--- config.mk ---
export PLATFORM = sky130hd
export DESIGN_NAME = burst_ram_arbiter_flat
export DESIGN_NICKNAME = d
export VERILOG_FILES = /design/src/rtl/burst_ram_if.sv /design/src/rtl/burst_ram_arbiter.sv /design/src/flat_wrapper.sv
export SDC_FILE = /design/constraint.sdc
export NUM_CORES = 1
export LEC_CHECK = 0
export ABC_CLOCK_PERIOD_IN_PS = 6250
export BUFFER_PORTS_ARGS = -buffer_cell sky130_fd_sc_hd__buf_2
export CORE_AREA = 2 2 170 172
export CTS_BUF_LIST = sky130_fd_sc_hd__clkbuf_4
export DETAILED_ROUTE_END_ITERATION = 8
export DIE_AREA = 0 0 172 174
export GPL_ROUTABILITY_DRIVEN = 0
export SYNTH_ARGS = -nofsm -noshare
export SYNTH_HDL_FRONTEND = slang
export SYNTH_SLANG_ARGS = --single-unit
--- constraint.sdc ---
create_clock -name sys_clk -period 6.25 [get_ports sys_clk]
set_input_delay 0.3125 -clock sys_clk [delete_from_list [all_inputs] [get_ports sys_clk]]
set_output_delay 0.3125 -clock sys_clk [all_outputs]
set_load 0.1 [all_outputs]
--- src/rtl/burst_ram_if.sv ---
// BurstRAM-style port: one command with address and first write beat,
// then the rest of the burst; busy gates acceptance of a held request.
interface burst_ram_if #(
  parameter int AW = 4
);
  logic          cmd;
  logic          cmd_en;
  logic [AW-1:0] addr;
  logic [63:0]   wr_data;
  logic [7:0]    data_mask;
  logic [63:0]   rd_data;
  logic          rd_data_ready;
  logic          busy;

  modport master (
    output cmd, cmd_en, addr, wr_data, data_mask,
    input  rd_data, rd_data_ready, busy
  );

  modport slave (
    input  cmd, cmd_en, addr, wr_data, data_mask,
    output rd_data, rd_data_ready, busy
  );
endinterface

--- src/rtl/burst_ram_arbiter.sv ---
// Two-client round-robin burst arbiter in front of one BurstRAM.
// Whole bursts are granted; read beats steer only to the owner.
module burst_ram_arbiter #(
  parameter int DEPTH_BITWIDTH = 4,
  parameter int BURST_COUNT    = 4
) (
  input  logic       sys_clk,
  input  logic       sys_rst_n,
  burst_ram_if.slave  c0,
  burst_ram_if.slave  c1,
  burst_ram_if.master br,
  output logic       owner,
  output logic       active
);

  localparam int CW = $clog2(BURST_COUNT) + 1;

  localparam logic [1:0] IDLE  = 2'd0;
  localparam logic [1:0] WRITE = 2'd1;
  localparam logic [1:0] READ  = 2'd2;

  localparam logic [CW-1:0] LAST_WR = CW'(BURST_COUNT - 1);
  localparam logic [CW-1:0] LAST_RD = CW'(BURST_COUNT);

  logic [1:0]    state_q, state_d;
  logic [CW-1:0] cnt_q, cnt_d;
  logic          ptr_q, ptr_d;
  logic          owner_q, owner_d;
  logic          live_q, live_d;

  logic idle;
  logic can_arb;
  logic grant;
  logic win;
  logic sel;
  logic win_cmd;
  logic rd_beat;

  always_comb begin
    idle    = (state_q == IDLE);
    can_arb = live_q & ~br.busy & idle;
    grant   = can_arb & (c0.cmd_en | c1.cmd_en);
    win     = (c0.cmd_en & c1.cmd_en) ? ptr_q : c1.cmd_en;
    // Outside a grant the bus follows the owner so write beats route.
    sel     = grant ? win : owner_q;
    win_cmd = win ? c1.cmd : c0.cmd;
    rd_beat = live_q & (state_q == READ) & br.rd_data_ready;
  end

  always_comb begin
    br.cmd       = sel ? c1.cmd       : c0.cmd;
    br.addr      = sel ? c1.addr      : c0.addr;
    br.wr_data   = sel ? c1.wr_data   : c0.wr_data;
    br.data_mask = sel ? c1.data_mask : c0.data_mask;
    br.cmd_en    = grant;
  end

  always_comb begin
    c0.busy          = ~can_arb | (grant & win);
    c1.busy          = ~can_arb | (grant & ~win);
    c0.rd_data       = br.rd_data;
    c1.rd_data       = br.rd_data;
    c0.rd_data_ready = rd_beat & ~owner_q;
    c1.rd_data_ready = rd_beat & owner_q;
  end

  assign owner  = owner_q;
  assign active = ~idle;

  always_comb begin
    state_d = state_q;
    cnt_d   = cnt_q;
    ptr_d   = ptr_q;
    owner_d = owner_q;
    live_d  = 1'b1;
    unique case (state_q)
      IDLE: begin
        if (grant) begin
          owner_d = win;
          ptr_d   = ~win;
          cnt_d   = CW'(1);
          state_d = win_cmd ? WRITE : READ;
        end
      end
      WRITE: begin
        if (cnt_q == LAST_WR) begin
          cnt_d   = '0;
          state_d = IDLE;
        end else begin
          cnt_d = cnt_q + CW'(1);
        end
      end
      READ: begin
        if (rd_beat) begin
          if (cnt_q == LAST_RD) begin
            cnt_d   = '0;
            state_d = IDLE;
          end else begin
            cnt_d = cnt_q + CW'(1);
          end
        end
      end
      default: begin
        cnt_d   = '0;
        state_d = IDLE;
      end
    endcase
  end

  always_ff @(posedge sys_clk or negedge sys_rst_n) begin
    if (!sys_rst_n) begin
      state_q <= IDLE;
      cnt_q   <= '0;
      ptr_q   <= 1'b0;
      owner_q <= 1'b0;
      live_q  <= 1'b0;
    end else begin
      state_q <= state_d;
      cnt_q   <= cnt_d;
      ptr_q   <= ptr_d;
      owner_q <= owner_d;
      live_q  <= live_d;
    end
  end

endmodule

--- src/flat_wrapper.sv ---
// flat-port wrapper written by rule: the top's interface ports become plain ports
module burst_ram_arbiter_flat 
#(
  parameter int DEPTH_BITWIDTH = 4,
  parameter int BURST_COUNT    = 4
)
  (sys_clk, sys_rst_n, owner, active, c0_cmd, c0_cmd_en, c0_addr, c0_wr_data, c0_data_mask, c0_rd_data, c0_rd_data_ready, c0_busy, c1_cmd, c1_cmd_en, c1_addr, c1_wr_data, c1_data_mask, c1_rd_data, c1_rd_data_ready, c1_busy, br_cmd, br_cmd_en, br_addr, br_wr_data, br_data_mask, br_rd_data, br_rd_data_ready, br_busy);
  burst_ram_if #(.AW((4))) c0_i ();
  burst_ram_if #(.AW((4))) c1_i ();
  burst_ram_if #(.AW((4))) br_i ();
  input  logic sys_clk;
  input  logic sys_rst_n;
  output logic owner;
  output logic active;
  input wire logic [$bits(c0_i.cmd)-1:0] c0_cmd;
  input wire logic [$bits(c0_i.cmd_en)-1:0] c0_cmd_en;
  input wire logic [$bits(c0_i.addr)-1:0] c0_addr;
  input wire logic [$bits(c0_i.wr_data)-1:0] c0_wr_data;
  input wire logic [$bits(c0_i.data_mask)-1:0] c0_data_mask;
  output wire logic [$bits(c0_i.rd_data)-1:0] c0_rd_data;
  output wire logic [$bits(c0_i.rd_data_ready)-1:0] c0_rd_data_ready;
  output wire logic [$bits(c0_i.busy)-1:0] c0_busy;
  input wire logic [$bits(c1_i.cmd)-1:0] c1_cmd;
  input wire logic [$bits(c1_i.cmd_en)-1:0] c1_cmd_en;
  input wire logic [$bits(c1_i.addr)-1:0] c1_addr;
  input wire logic [$bits(c1_i.wr_data)-1:0] c1_wr_data;
  input wire logic [$bits(c1_i.data_mask)-1:0] c1_data_mask;
  output wire logic [$bits(c1_i.rd_data)-1:0] c1_rd_data;
  output wire logic [$bits(c1_i.rd_data_ready)-1:0] c1_rd_data_ready;
  output wire logic [$bits(c1_i.busy)-1:0] c1_busy;
  output wire logic [$bits(br_i.cmd)-1:0] br_cmd;
  output wire logic [$bits(br_i.cmd_en)-1:0] br_cmd_en;
  output wire logic [$bits(br_i.addr)-1:0] br_addr;
  output wire logic [$bits(br_i.wr_data)-1:0] br_wr_data;
  output wire logic [$bits(br_i.data_mask)-1:0] br_data_mask;
  input wire logic [$bits(br_i.rd_data)-1:0] br_rd_data;
  input wire logic [$bits(br_i.rd_data_ready)-1:0] br_rd_data_ready;
  input wire logic [$bits(br_i.busy)-1:0] br_busy;
  assign c0_i.cmd = c0_cmd;
  assign c0_i.cmd_en = c0_cmd_en;
  assign c0_i.addr = c0_addr;
  assign c0_i.wr_data = c0_wr_data;
  assign c0_i.data_mask = c0_data_mask;
  assign c0_rd_data = c0_i.rd_data;
  assign c0_rd_data_ready = c0_i.rd_data_ready;
  assign c0_busy = c0_i.busy;
  assign c1_i.cmd = c1_cmd;
  assign c1_i.cmd_en = c1_cmd_en;
  assign c1_i.addr = c1_addr;
  assign c1_i.wr_data = c1_wr_data;
  assign c1_i.data_mask = c1_data_mask;
  assign c1_rd_data = c1_i.rd_data;
  assign c1_rd_data_ready = c1_i.rd_data_ready;
  assign c1_busy = c1_i.busy;
  assign br_cmd = br_i.cmd;
  assign br_cmd_en = br_i.cmd_en;
  assign br_addr = br_i.addr;
  assign br_wr_data = br_i.wr_data;
  assign br_data_mask = br_i.data_mask;
  assign br_i.rd_data = br_rd_data;
  assign br_i.rd_data_ready = br_rd_data_ready;
  assign br_i.busy = br_busy;
  burst_ram_arbiter #(.DEPTH_BITWIDTH(DEPTH_BITWIDTH), .BURST_COUNT(BURST_COUNT)) u_core (.sys_clk(sys_clk), .sys_rst_n(sys_rst_n), .c0(c0_i), .c1(c1_i), .br(br_i), .owner(owner), .active(active));
endmodule
## Word-level counts from Yosys, hierarchy flattened

Cells that the tools add are included.

| operators by class | value |
|---|---|
| add/subtract/negate cells | 1 |
| equality and inequality tests | 8 |
| mux-type cells | 18 |
| bitwise gates (word level) | 18 |
| reduce and logical (&&, ||, !) cells | 4 |

Operator list:

| operator | count |
|---|---|
| 64-bit two-way mux | 1 |
| 3-bit two-way mux | 4 |
| 1-bit AND | 10 |
| 2-bit two-way mux | 5 |
| 3-bit case mux with 3 select lines | 1 |
| 8-bit two-way mux | 1 |
| 2-bit case mux with 3 select lines | 1 |
| 1-bit inverter | 5 |
| 1-bit two-way mux | 4 |
| 4-bit two-way mux | 1 |
| 2-bit by 1-bit != test with 1-bit output (second input constant) | 2 |
| 2-bit != test (second input constant) | 2 |
| 2-bit AND reduction | 2 |
| 4-bit AND reduction | 1 |
| 3-bit by 1-bit adder with 3-bit output (second input constant) | 1 |
| 3-bit by 2-bit equality test with 1-bit output (second input constant) | 1 |
| 3-bit equality test (second input constant) | 1 |
| 1-bit bitwise OR | 3 |
| 2-bit by 1-bit equality test with 1-bit output (second input constant) | 1 |
| 2-bit equality test (second input constant) | 1 |
| 2-bit logical NOT | 1 |

| word-level totals | value |
|---|---|
| flip-flop bits (word level) | 8 |
| input port bits | 224 |
| word-level logic and storage cells | 54 |

## Depth between registers and ports, before layout

Gate-level depths: netlist of run 1.

| logic depth | value |
|---|---|
| depth in word-level cells | 6 |
| depth in mapped cells | 7 |
| gate-level depth less buffers | 6 |

## Least setup slack after synthesis of run 1

No wires, ideal clock.

| timing | value |
|---|---|
| path type | flip-flop to output port |
| start point | register u_core.state_q[1] |
| end point | output port br_wr_data[37] |
| arrival time | 2.678 ns |
| data required time | 5.938 ns |
| slack | 3.259 ns |
| cell stages (with the launch flop) | 8 |
| path buffers | 2 |
| path through | dfrtp_1 > nor4b_4 > o21ai_2 > inv_2 > mux2i_1 > buf_6 > buf_6 > mux2_1 |

| between the ends | value |
|---|---|
| cells in the longest elaborated chain, start to end | 5 |

RTL lines:

| item | RTL line | RTL |
|---|---|---|
| start, declared | burst_ram_arbiter.sv:25 | `logic [1:0] state_q, state_d;` |
| start signal, assigned | burst_ram_arbiter.sv:118 | `state_q <= state_d;` |
| 2-bit logical NOT | burst_ram_arbiter.sv:40 | `idle = (state_q == IDLE);` |
| 1-bit AND | burst_ram_arbiter.sv:41 | `can_arb = live_q & ~br.busy & idle;` |
| 1-bit AND | burst_ram_arbiter.sv:42 | `grant = can_arb & (c0.cmd_en \| c1.cmd_en);` |
| net br_cmd_en | flat_wrapper.sv:32 | `output wire logic [$bits(br_i.cmd_en)-1:0] br_cmd_en;` |
| 1-bit two-way mux | burst_ram_arbiter.sv:45 | `sel = grant ? win : owner_q;` |
| 64-bit two-way mux | burst_ram_arbiter.sv:53 | `br.wr_data = sel ? c1.wr_data : c0.wr_data;` |
| end, declared | flat_wrapper.sv:34 | `output wire logic [$bits(br_i.wr_data)-1:0] br_wr_data;` |

The timed path passes the listed nets, and every way through them passes these cells.

## Worst setup path in the final report of run 1

| timing | value |
|---|---|
| start point | register u_core.state_q[0] |
| end point | output port br_wr_data[18] |

| between the ends | value |
|---|---|
| cells in the longest elaborated chain, start to end | 5 |

RTL lines:

| item | RTL line |
|---|---|
| 2-bit logical NOT | burst_ram_arbiter.sv:40 |
| 1-bit AND | burst_ram_arbiter.sv:41 |
| 1-bit AND | burst_ram_arbiter.sv:42 |
| 1-bit two-way mux | burst_ram_arbiter.sv:45 |
| 64-bit two-way mux | burst_ram_arbiter.sv:53 |

Every way passes these cells.

==> results.md, run 1 <==
* Status: finished, final reports clean
* Clock sinks at 8
* # DRC at 0
* Reg power frac at 0.045
* P_int at 0.000475 W
* Post-layout min period at 3.77 ns
* Met1 Track Usage GR at 0.0568
* Commonest non-fill, non-tap cells in the layout: 243 x buf_2, 59 x mux2_2, 19 x mux2_1
* Finish-stage setup viols at 0
* Crit Path Class: reg -> out
* Crit start category: flip-flop
* Die Height at 174 um
* Post-Syn Area at 0.00240 sq mm
* GR Util met2 at 0.118
* Hold path start: c0_cmd_en
* Fin. Hold Viols at 0
* Worst-case reg-to-reg path depth at 5
* Commonest non-fill, non-tap cell in the layout: buf_2
* Core Region at 0.0282 sq mm
* Boundary Pins at 436
* Max Root-Sink Buffers at 2
* DR vias at 2227
* Syn nets at 498
* Switching pwr at 0.00161 W
* Fillers at 3316
* Vias/cell at 2.90
* Net Sw Frac at 0.772
* FF/Latch Area at 200 sq um
* Die footprint at 0.0299 sq mm
* R2r endpoint: u_core.owner
* Worst Path Required at 5.94 ns
* Post-synthesis register bit count at 8
* Die width at 172 um
* Internal reg-to-reg setup slack at 3.62 ns
* Wire length per cell at 13.7 um
* Tot GR Track Use at 0.0626
* Synth Warn # at 0
* Relative slew slack at 0.462
* Hold path depth at 4
* GR Overflow Total at 0
* Area leader, netlist: buf_4
* Async SR Flop Fraction at 1.00
* Worst Tran Pin Value at 0.806 ns
* Largest net degree at the start of global routing at 65
* Fin. max-slew vios at 0
* Post-route ant nets at 0
* CTS clk-pin slew, worst paths at 0.05 ns
* Area occupied by multi-input gates at 0.00116 sq mm
* Vias in the first global route at 2067
* DP HPWL at 9540 um
* Number of port buffers at 243
* Peak VDD IR at 0.252 mV
* Num rows at 62
* Worst hold path class: in -> reg
* Worst setup EP type: output port
* Number of synthesized flops with an enable pin at 0
* DR iter-0 viols at 48
* Unique masters post-synth at 27
* Setup TNS at 0 ns
* CTS tree: yes
* Worst-Skew Late Latency at 0.24 ns
* P_leak at 1.54 nW
* Mean Syn Cell Area at 8.90 sq um
* Final clock skew at 0.00339 ns
* Post-Route WL at 10500 um
* Nets at 612
* First-pass GRT wire length at 13300 um
* Initial core utilization at 0.0851
* Initial antenna violation count at 7
* Power density over cell area at 664 mW/mm^2
* Max Fclk at 265 MHz
* Combinational Power Share at 0.937
* Tcrit/Tclk final at 0.603
* Yosys top cell area share at 0.400
* RSZ-0062 raised after global routing: false
* Drt first pass iters at 3
* Top FF cell, synth: dfrtp_1
* CP Max Fanout at 64
* Layout cells sized above 1 at 0.814
* H-tree depth at 1
* Final Core Density at 0.111
* CTS Root Cell: clkbuf_4
* Synth top area cells: buf_4 40%, mux2_2 28%, mux2_1 8.9%
* Worst EP arrival at 3.46 ns
* Worst r2r src: u_core.state_q[0]
* Max-Cap Viols at 0
* Cell count after synthesis at 270
* Hold EP: u_core.ptr_q
* P&R area growth vs syn at 30.5%
* Post-synthesis sequential area ratio at 0.0833
* CTS buffer count at 3
* Top Usage Layer GRT: met2
* Clock power frac at 0.018
* Met3 Use GR at 0.0189
[state kept, by name, summed over array words and instances, names as in the netlist]
| register | flops |
|---|---|
| u_core.cnt_q | 3 |
| u_core.owner | 1 |
| u_core.live_q | 1 |
| u_core.ptr_q | 1 |
| u_core.state_q | 2 |
[layer usage]
metal  routed length [um]  vias to the layer above
li1                     -                      997
met1                 3310                      949
met2                 5240                      215
met3                 1260                       62
met4                  671                        4
met5                   23                        -
[power by group through the flow]
stage | clock (W) | combinational (W) | sequential, W
6_report | 0.0000370 | 0.00195 | 0.0000934
5_1_grt | 0.0000446 | 0.00202 | 0.0000960
4_1_cts | 0.0000399 | 0.00198 | 0.0000927
3_5_place_dp | 0 | 0.00197 | 0.0000937
3_3_place_gp | 0 | 0.00196 | 0.0000919
2_1_floorplan | 0 | 0.00206 | 0.000112
[cell usage after synthesis, types with 2 or more instances]
master and instances:
buf_2 5, buf_4 128, buf_6 3, dfrtp_1 8, ha_1 4, inv_1 8
mux2_1 19, mux2_2 59, mux2i_1 4, nand2_1 9, nand2b_1 2, nor2_1 4
o21ai_0 2, o22ai_1 2
[kinds of logic after synthesis]
| kind of cell | Yosys count | synth area share |
|---|---|---|
| buf+inv | 145 | 0.438 |
| mux | 82 | 0.382 |
| simple gates | 21 | 0.0484 |
| compound gates | 9 | 0.0255 |
| flops | 8 | 0.0833 |
| fa+ha+maj | 4 | 0.0208 |
| other cells | 1 | 0.00156 |
[repair_timing]
action / CTS / global route
buffers inserted: 0 / 0
hold endpoints to repair: 8 / 0
resized for setup: 0 / 0
hold buffers: 1 / 0
[worst max-delay path by stage]
stage	start	end	slack, ns	cells past startpoint
after floorplan	u_core.state_q[1]	br_wr_data[37]	3.26	7
after global placement	u_core.state_q[0]	br_wr_data[18]	2.71	7
after detailed placement	u_core.state_q[0]	br_wr_data[18]	2.58	7
after CTS	u_core.state_q[0]	br_wr_data[18]	2.31	7
after global routing	u_core.state_q[1]	br_wr_data[18]	2.21	7
final	u_core.state_q[0]	br_wr_data[18]	2.48	7
[critical path: stages, from the launching register on]
cell and delay (ns):
dfrtp_1 0.45, nor4b_4 0.35, o21ai_2 0.13, inv_2 0.12, mux2i_4 0.59, buf_4 0.70, mux2_2 0.33, buf_2 0.43
[cell type report]
cell class / count / share of cell area
Timing Repair Buffer: 245 / 0.393
Multi-Input combinational cell: 117 / 0.371
Tap cell: 384 / 0.153
Sequential cell: 8 / 0.0638
Inverter: 9 / 0.0108
Clock buffer: 3 / 0.00718
Antenna cell: 1 / 0.000798
[metrics by stage]
step | power, W | std cells | worst slack (ns) | hold slack (ns) | area (sq um)
2_1_floorplan | 0.00217 | 270 | 3.26 | 0.0169 | 2400
3_3_place_gp | 0.00205 | 762 | 2.71 | 0.159 | 3100
3_5_place_dp | 0.00207 | 762 | 2.58 | 0.161 | 3100
4_1_cts | 0.00211 | 766 | 2.31 | 0.409 | 3130
5_1_grt | 0.00216 | 766 | 2.21 | 0.435 | 3130
6_report | 0.00208 | 767 | 2.48 | 0.416 | 3140
(Power assumes the default switching activity.)
==> run 2: changes to the inputs <==
--- a/config.mk
+++ b/config.mk
@@ -5,12 +5,12 @@
 export SDC_FILE = /design/constraint.sdc
 export NUM_CORES = 1
 export LEC_CHECK = 0
-export ABC_CLOCK_PERIOD_IN_PS = 6250
+export ABC_CLOCK_PERIOD_IN_PS = 3700
 export BUFFER_PORTS_ARGS = -buffer_cell sky130_fd_sc_hd__buf_2
-export CORE_AREA = 2 2 170 172
+export CORE_AREA = 2 2 171 173
 export CTS_BUF_LIST = sky130_fd_sc_hd__clkbuf_4
 export DETAILED_ROUTE_END_ITERATION = 8
-export DIE_AREA = 0 0 172 174
+export DIE_AREA = 0 0 173 175
 export GPL_ROUTABILITY_DRIVEN = 0
 export SYNTH_ARGS = -nofsm -noshare
 export SYNTH_HDL_FRONTEND = slang
==> constraint.sdc (replaced) <==
create_clock -name sys_clk -period 3.7 [get_ports sys_clk]
set_input_delay 0.185 -clock sys_clk [delete_from_list [all_inputs] [get_ports sys_clk]]
set_output_delay 0.185 -clock sys_clk [all_outputs]
set_load 0.1 [all_outputs]
==> results.md, run 2 (synthesis results as in run 1) <==
* Post-layout min period at 3.00 ns
* Post-Route WL at 10600 um (+1.2%)
* Largest register FFs at 3 (unchanged)
* DR vias at 2183 (-2.0%)
* Boundary Pins at 436 (unchanged)
* P_leak at 1.55 nW (+0.91%)
* Fin. max-slew vios at 0 (unchanged)
* Fillers at 3315 (-0.030%)
* Initial core utilization at 0.0847 (-0.000465)
* Die width at 173 um (+0.58%)
* Tcrit/Tclk final at 0.811
* Finish-stage setup viols at 0 (unchanged)
* Net Sw Frac at 0.767 (-0.00496)
* RSZ-0062 raised after global routing: false
* Largest net degree at the start of global routing at 47 (-28%)
* CP peak stage delay at 0.52 ns (-0.18 ns)
* Drt first pass iters at 4 (+1)
* DP HPWL at 9840 um (+3.2%)
* P&R area growth vs syn at 31.6%
* Worst EP arrival at 2.82 ns (-0.64 ns)
* Total design power at 0.00356 W (+71%)
* Top Usage Layer GRT: met2
* P_int at 0.000829 W (+75%)
* H-tree depth at 1 (unchanged)
* Largest register by flop count: u_core.cnt_q
* CTS clk-pin slew, worst paths at 0.06 ns (about the same)
* Worst Tran Pin Value at 0.539 ns (-0.268 ns)
* Commonest non-fill, non-tap cells in the layout: 243 x buf_2, 59 x mux2_2, 19 x mux2_1
* Status: finished, final reports clean
* Nets at 614 (+0.33%)
* Crit Path Class: reg -> out
* Layout cells sized above 1 at 0.815 (+0.000968)
* Max Root-Sink Buffers at 2 (unchanged)
* Switching pwr at 0.00273 W (+70%)
* GR Overflow Total at 0 (unchanged)
* Placed cell count at 764 (+0.26%)
* Max-Cap Viols at 0 (unchanged)
* Die Height at 175 um (+0.57%)
* Non-filler cells, final at 769 (+0.26%)
* CTS Root Cell: clkbuf_4
* Slowest stage cell on the critical path: mux2i_4
* Fin. Hold Viols at 0 (unchanged)
* Worst-Skew Late Latency at 0.25 ns (about the same)
* Wire length per cell at 13.8 um (+0.96%)
* Commonest non-fill, non-tap cell in the layout: buf_2
* First-pass GRT wire length at 14200 um (+6.8%)
* DR iter-0 viols at 58 (+21%)
* # DRC at 0 (unchanged)
* Max Fclk at 333 MHz
* Power density over cell area at 1130 mW/mm^2 (+69%)
* Initial antenna violation count at 8 (+1)
* Reg power frac at 0.044 (about the same)
* GR Util met2 at 0.116 (-0.00281)
* Vias/cell at 2.84 (-2.2%)
* Met1 Track Usage GR at 0.0751 (+0.0183)
* Die footprint at 0.0303 sq mm (+1.2%)
* Vias in the first global route at 2210 (+6.9%)
* Clock sinks at 8 (unchanged)
* CTS tree: yes
* Clock power frac at 0.019 (about the same)
* Peak VDD IR at 0.586 mV (+130%)
* Combinational Power Share at 0.937 (about the same)
* Worst hold path class: in -> reg
* Tot GR Track Use at 0.0648 (+0.00216)
* Met3 Use GR at 0.0176 (-0.00127)
* Largest regs: u_core.cnt_q (3), u_core.state_q (2)
* Post-route ant nets at 0 (unchanged)
* Final clock skew at 0.000668 ns (-0.00272 ns)
* CTS buffer count at 3 (unchanged)
* Worst setup EP type: output port
* Num rows at 62 (unchanged)
* Number of port buffers at 243 (unchanged)
* CP cell instances: nor4b_4, o21ai_2, inv_2, mux2i_4, buf_12, mux2_2, buf_2
* Core Region at 0.0284 sq mm (+0.55%)
* Relative slew slack at 0.633 (+0.171)
* Setup TNS at 0 ns (unchanged)
* Worst Path Required at 3.51 ns (-2.43 ns)
* Crit start category: flip-flop
* CP Max Fanout at 46 (-28%)
-- run 2: cell count changes in the layout (fill, tap and decap cells not counted), sizes merged --
cell  delta
buf      +2
-- run 2: power by group through the flow --
stage / Combinational [W] / Clock [W] / Sequential (W)
final: 0.00333 / 0.0000672 / 0.000157
after global routing: 0.00345 / 0.0000728 / 0.000164
after CTS: 0.00336 / 0.0000687 / 0.000157
after detailed placement: 0.00335 / 0 / 0.000158
after global placement: 0.00333 / 0 / 0.000157
after floorplan: 0.00347 / 0 / 0.000190
-- run 2: worst max-delay path, delay by kind of cell (launching register included) --
kind,cells,cell delay (ns)
mux,2,0.90
compound gates,1,0.12
buf+inv,3,0.73
flops,1,0.42
simple gates,1,0.34
-- run 2: final timing paths --
| path | from | end | slack [ns] | cells after the start |
|---|---|---|---|---|
| setup / recovery | u_core.state_q[1] | br_wr_data[58] | 0.70 | 7 |
| hold / removal | c0_cmd_en | u_core.ptr_q | 0.26 | 4 |
| setup reg to reg | u_core.state_q[0] | u_core.cnt_q[2] | 1.98 | 3 |
| hold reg to reg | u_core.ptr_q | u_core.ptr_q | 0.48 | 2 |
| max in group asynchronous | sys_rst_n | u_core.ptr_q | 3.22 | 2 |
| min in group asynchronous | sys_rst_n | u_core.cnt_q[2] | 0.31 | 2 |
-- run 2: final cells by class --
type	instances	area (sq um)	share of cell area
Multi-Input combinational cell	117	1160	0.367
Timing Repair Buffer	247	1260	0.399
Inverter	9	33.8	0.0107
Tap cell	384	480	0.152
Clock buffer	3	22.5	0.00712
Sequential cell	8	200	0.0633
Antenna cell	1	2.50	0.000791
-- run 2: stage by stage --
stage	hold slack [ns]	utilization	setup slack (ns)	instance area [sq um]
2_1_floorplan	-0.111	-	0.837	2400
3_3_place_gp	0.0381	0.110	1.01	3130
3_5_place_dp	0.0383	0.110	0.946	3130
4_1_cts	0.259	0.111	0.680	3160
5_1_grt	0.310	0.111	0.531	3160
6_report	0.261	0.111	0.699	3160
-- run 2: timing repair --
action	CTS	global route
setup endpoints to repair	0	0
endpoints found under the hold margin	8	0
setup buffers	0	0
resized for setup	0	0
hold buffers	1	0
-- run 2: layer usage --
metal / vias up / wire length [um]
li1: 1000 / -
met1: 906 / 4070
met2: 237 / 5090
met3: 40 / 1130
met4: 0 / 333
met5: - / 0
==> run 3: changes to the inputs <==
--- a/config.mk
+++ b/config.mk
@@ -5,12 +5,12 @@
 export SDC_FILE = /design/constraint.sdc
 export NUM_CORES = 1
 export LEC_CHECK = 0
-export ABC_CLOCK_PERIOD_IN_PS = 3700
+export ABC_CLOCK_PERIOD_IN_PS = 2710
 export BUFFER_PORTS_ARGS = -buffer_cell sky130_fd_sc_hd__buf_2
-export CORE_AREA = 2 2 171 173
+export CORE_AREA = 2 2 170 172
 export CTS_BUF_LIST = sky130_fd_sc_hd__clkbuf_4
 export DETAILED_ROUTE_END_ITERATION = 8
-export DIE_AREA = 0 0 173 175
+export DIE_AREA = 0 0 172 174
 export GPL_ROUTABILITY_DRIVEN = 0
 export SYNTH_ARGS = -nofsm -noshare
 export SYNTH_HDL_FRONTEND = slang
==> constraint.sdc (replaced) <==
create_clock -name sys_clk -period 2.71 [get_ports sys_clk]
set_input_delay 0.1355 -clock sys_clk [delete_from_list [all_inputs] [get_ports sys_clk]]
set_output_delay 0.1355 -clock sys_clk [all_outputs]
set_load 0.1 [all_outputs]
==> results.md, run 3 (synthesis results as in run 1) <==
* Drt first pass iters at 4 (unchanged)
* # DRC at 0 (unchanged)
* Vias/cell at 2.89 (+1.7%)
* Worst-Skew Late Latency at 0.25 ns (about the same)
* Reg power frac at 0.037 (-0.007)
* Worst-case reg-to-reg path depth at 6 (+3)
* GR Overflow Total at 0 (unchanged)
* Internal reg-to-reg setup slack at 0.97 ns (-1.01 ns)
* Crit start category: flip-flop
* P_int at 0.00193 W (+130%)
* Clock sinks at 8 (unchanged)
* Number of port buffers at 243 (unchanged)
* Area occupied by multi-input gates at 0.00116 sq mm (unchanged)
* CTS tree: yes
* Max Fclk at 380 MHz
* Worst Tran Pin Value at 0.567 ns (+0.0278 ns)
* Hold path depth at 4 (unchanged)
* Post-Route WL at 11000 um (+3.5%)
* Crit Path Class: reg -> out
* Max Root-Sink Buffers at 2 (unchanged)
* First-pass GRT wire length at 14100 um (-0.24%)
* Tot GR Track Use at 0.0659 (+0.00110)
* Largest register FFs at 3 (unchanged)
* Layout cells sized above 1 at 0.872 (+0.0564)
* Initial antenna violation count at 2 (-6)
* Final clock skew at 0.00805 ns (+0.00738 ns)
* CTS clk-pin slew, worst paths at 0.05 ns (about the same)
* Worst EP arrival at 2.50 ns (-0.32 ns)
* Die footprint at 0.0299 sq mm (-1.1%)
* Core Region at 0.0282 sq mm (-0.55%)
* Vias in the first global route at 2219 (+0.41%)
* Die width at 172 um (-0.58%)
* Finish-stage setup viols at 0 (unchanged)
* Initial core utilization at 0.0851 (+0.000465)
* Worst r2r src: u_core.state_q[0]
* Worst setup EP type: output port
* CTS buffer count at 3 (unchanged)
* DR iter-0 viols at 55 (-5.2%)
* Tcrit/Tclk final at 0.971
* Worst hold path class: in -> reg
* Net Sw Frac at 0.668 (-0.0986)
* Commonest non-fill, non-tap cell in the layout: buf_2
* Fillers at 3227 (-2.7%)
* Relative slew slack at 0.618 (-0.0149)
* Fin. max-slew vios at 0 (unchanged)
* CP Max Fanout at 19 (-59%)
* Hold EP: u_core.ptr_q
* Non-filler cells, final at 782 (+1.7%)
* Max-Cap Viols at 0 (unchanged)
* Setup TNS at 0 ns (unchanged)
* Switching pwr at 0.00388 W (+42%)
* H-tree depth at 1 (unchanged)
* Setup slack at placement at 0.219 ns (-0.728 ns)
* R2r endpoint: u_core.owner
* Nets at 627 (+2.1%)
* Commonest non-fill, non-tap cells in the layout: 171 x buf_2, 78 x mux2_2, 49 x buf_6
* DR vias at 2258 (+3.4%)
* Post-route ant nets at 0 (unchanged)
* Post-layout min period at 2.63 ns
* Num rows at 62 (unchanged)
* Final setup margin at 0.0784 ns (-0.620 ns)
* Final Core Density at 0.138 (+0.0263)
* Worst Path Required at 2.57 ns (-0.94 ns)
* Wire length per cell at 14.1 um (+1.7%)
* P&R area growth vs syn at 61.8%
* Combinational Power Share at 0.947 (+0.010)
* Status: finished, final reports clean
* Largest register by flop count: u_core.cnt_q
* Min Hold Slack at 0.245 ns (-0.0162 ns)
* FF/Latch Area at 201 sq um (+0.62%)
* Largest regs: u_core.cnt_q (3), u_core.state_q (2)
* RSZ-0062 raised after global routing: true
* Boundary Pins at 436 (unchanged)
* Clock power frac at 0.015 (-0.004)
* CTS Root Cell: clkbuf_4
* Fin. Hold Viols at 0 (unchanged)
* Die Height at 174 um (-0.57%)
* Placed cell count at 771 (+0.92%)
* Hold path start: c0_cmd_en
* DP HPWL at 9680 um (-1.7%)
* Power density over cell area at 1490 mW/mm^2 (+33%)
* P_leak at 1.83 nW (+18%)
* Peak VDD IR at 0.745 mV (+27%)
* Largest net degree at the start of global routing at 32 (-32%)
-- run 3: cell types whose count changed in the layout (fill, tap and decap cells not counted), sizes merged --
| cell | previous run | this run |
|---|---|---|
| buf | 246 | 258 |
| clkbuf | 3 | 4 |
-- run 3: worst max-delay path by stage --
| stage | cells past startpoint | slack, ns | end | startpoint |
|---|---|---|---|---|
| after global placement | 8 | 0.28 | br_data_mask[2] | u_core.state_q[0] |
| after floorplan | 7 | 0.06 | br_wr_data[37] | u_core.state_q[1] |
| after CTS | 8 | 0.0009 | br_wr_data[13] | u_core.state_q[0] |
| after global routing | 8 | -0.03 | br_wr_data[11] | u_core.state_q[0] |
| final | 8 | 0.08 | br_wr_data[11] | u_core.state_q[0] |
| after detailed placement | 8 | 0.22 | br_wr_data[13] | u_core.state_q[0] |
-- run 3: power groups by stage --
| stage | registers (W) | logic [W] | clock network, W |
|---|---|---|---|
| after floorplan | 0.000259 | 0.00477 | 0 |
| after global placement | 0.000214 | 0.00501 | 0 |
| after detailed placement | 0.000217 | 0.00503 | 0 |
| after CTS | 0.000215 | 0.00516 | 0.0000935 |
| after global routing | 0.000223 | 0.00567 | 0.0000972 |
| final | 0.000217 | 0.00550 | 0.0000888 |
-- run 3: metrics by stage --
step	power (W)	instance area, sq um
2_1_floorplan	0.00503	2400
3_3_place_gp	0.00523	3460
3_5_place_dp	0.00525	3460
4_1_cts	0.00546	3580
5_1_grt	0.00599	3890
6_report	0.00581	3890
-- run 3: critical path, cell delays in order (launching register included) --
cell and delay (ns):
dfrtp_2 0.44, nor4b_4 0.35, o21ai_2 0.13, inv_2 0.12, mux2i_4 0.25, buf_12 0.19
clkbuf_16 0.20, mux2_2 0.35, buf_6 0.19
-- run 3: final cells by class --
class / instances / share of cell area
diodes: 1 / 0.000644
clock buffers: 3 / 0.00579
inverters: 9 / 0.00869
multi-input cells: 117 / 0.299
flip-flops and latches: 8 / 0.0518
well taps: 384 / 0.124
repair buffers: 260 / 0.511
-- run 3: metal layers --
layer / part of all wire / track usage / vias to the layer above
met5: 0 / 0 / -
met4: 0.056 / 0.0455 / 0
met1: 0.35 / 0.0720 / 969
met2: 0.48 / 0.110 / 193
li1: - / - / 1030
met3: 0.12 / 0.0182 / 66
-- run 3: repair_timing --
action                                  4_1_cts  5_1_grt
gates cloned                                  0        1
pin swaps                                     1        1
endpoints found under the hold margin         8        0
endpoints found under the setup margin       31       65
setup buffers                                 0        5
gates resized for setup                      32       96
hold buffers                                  1        0
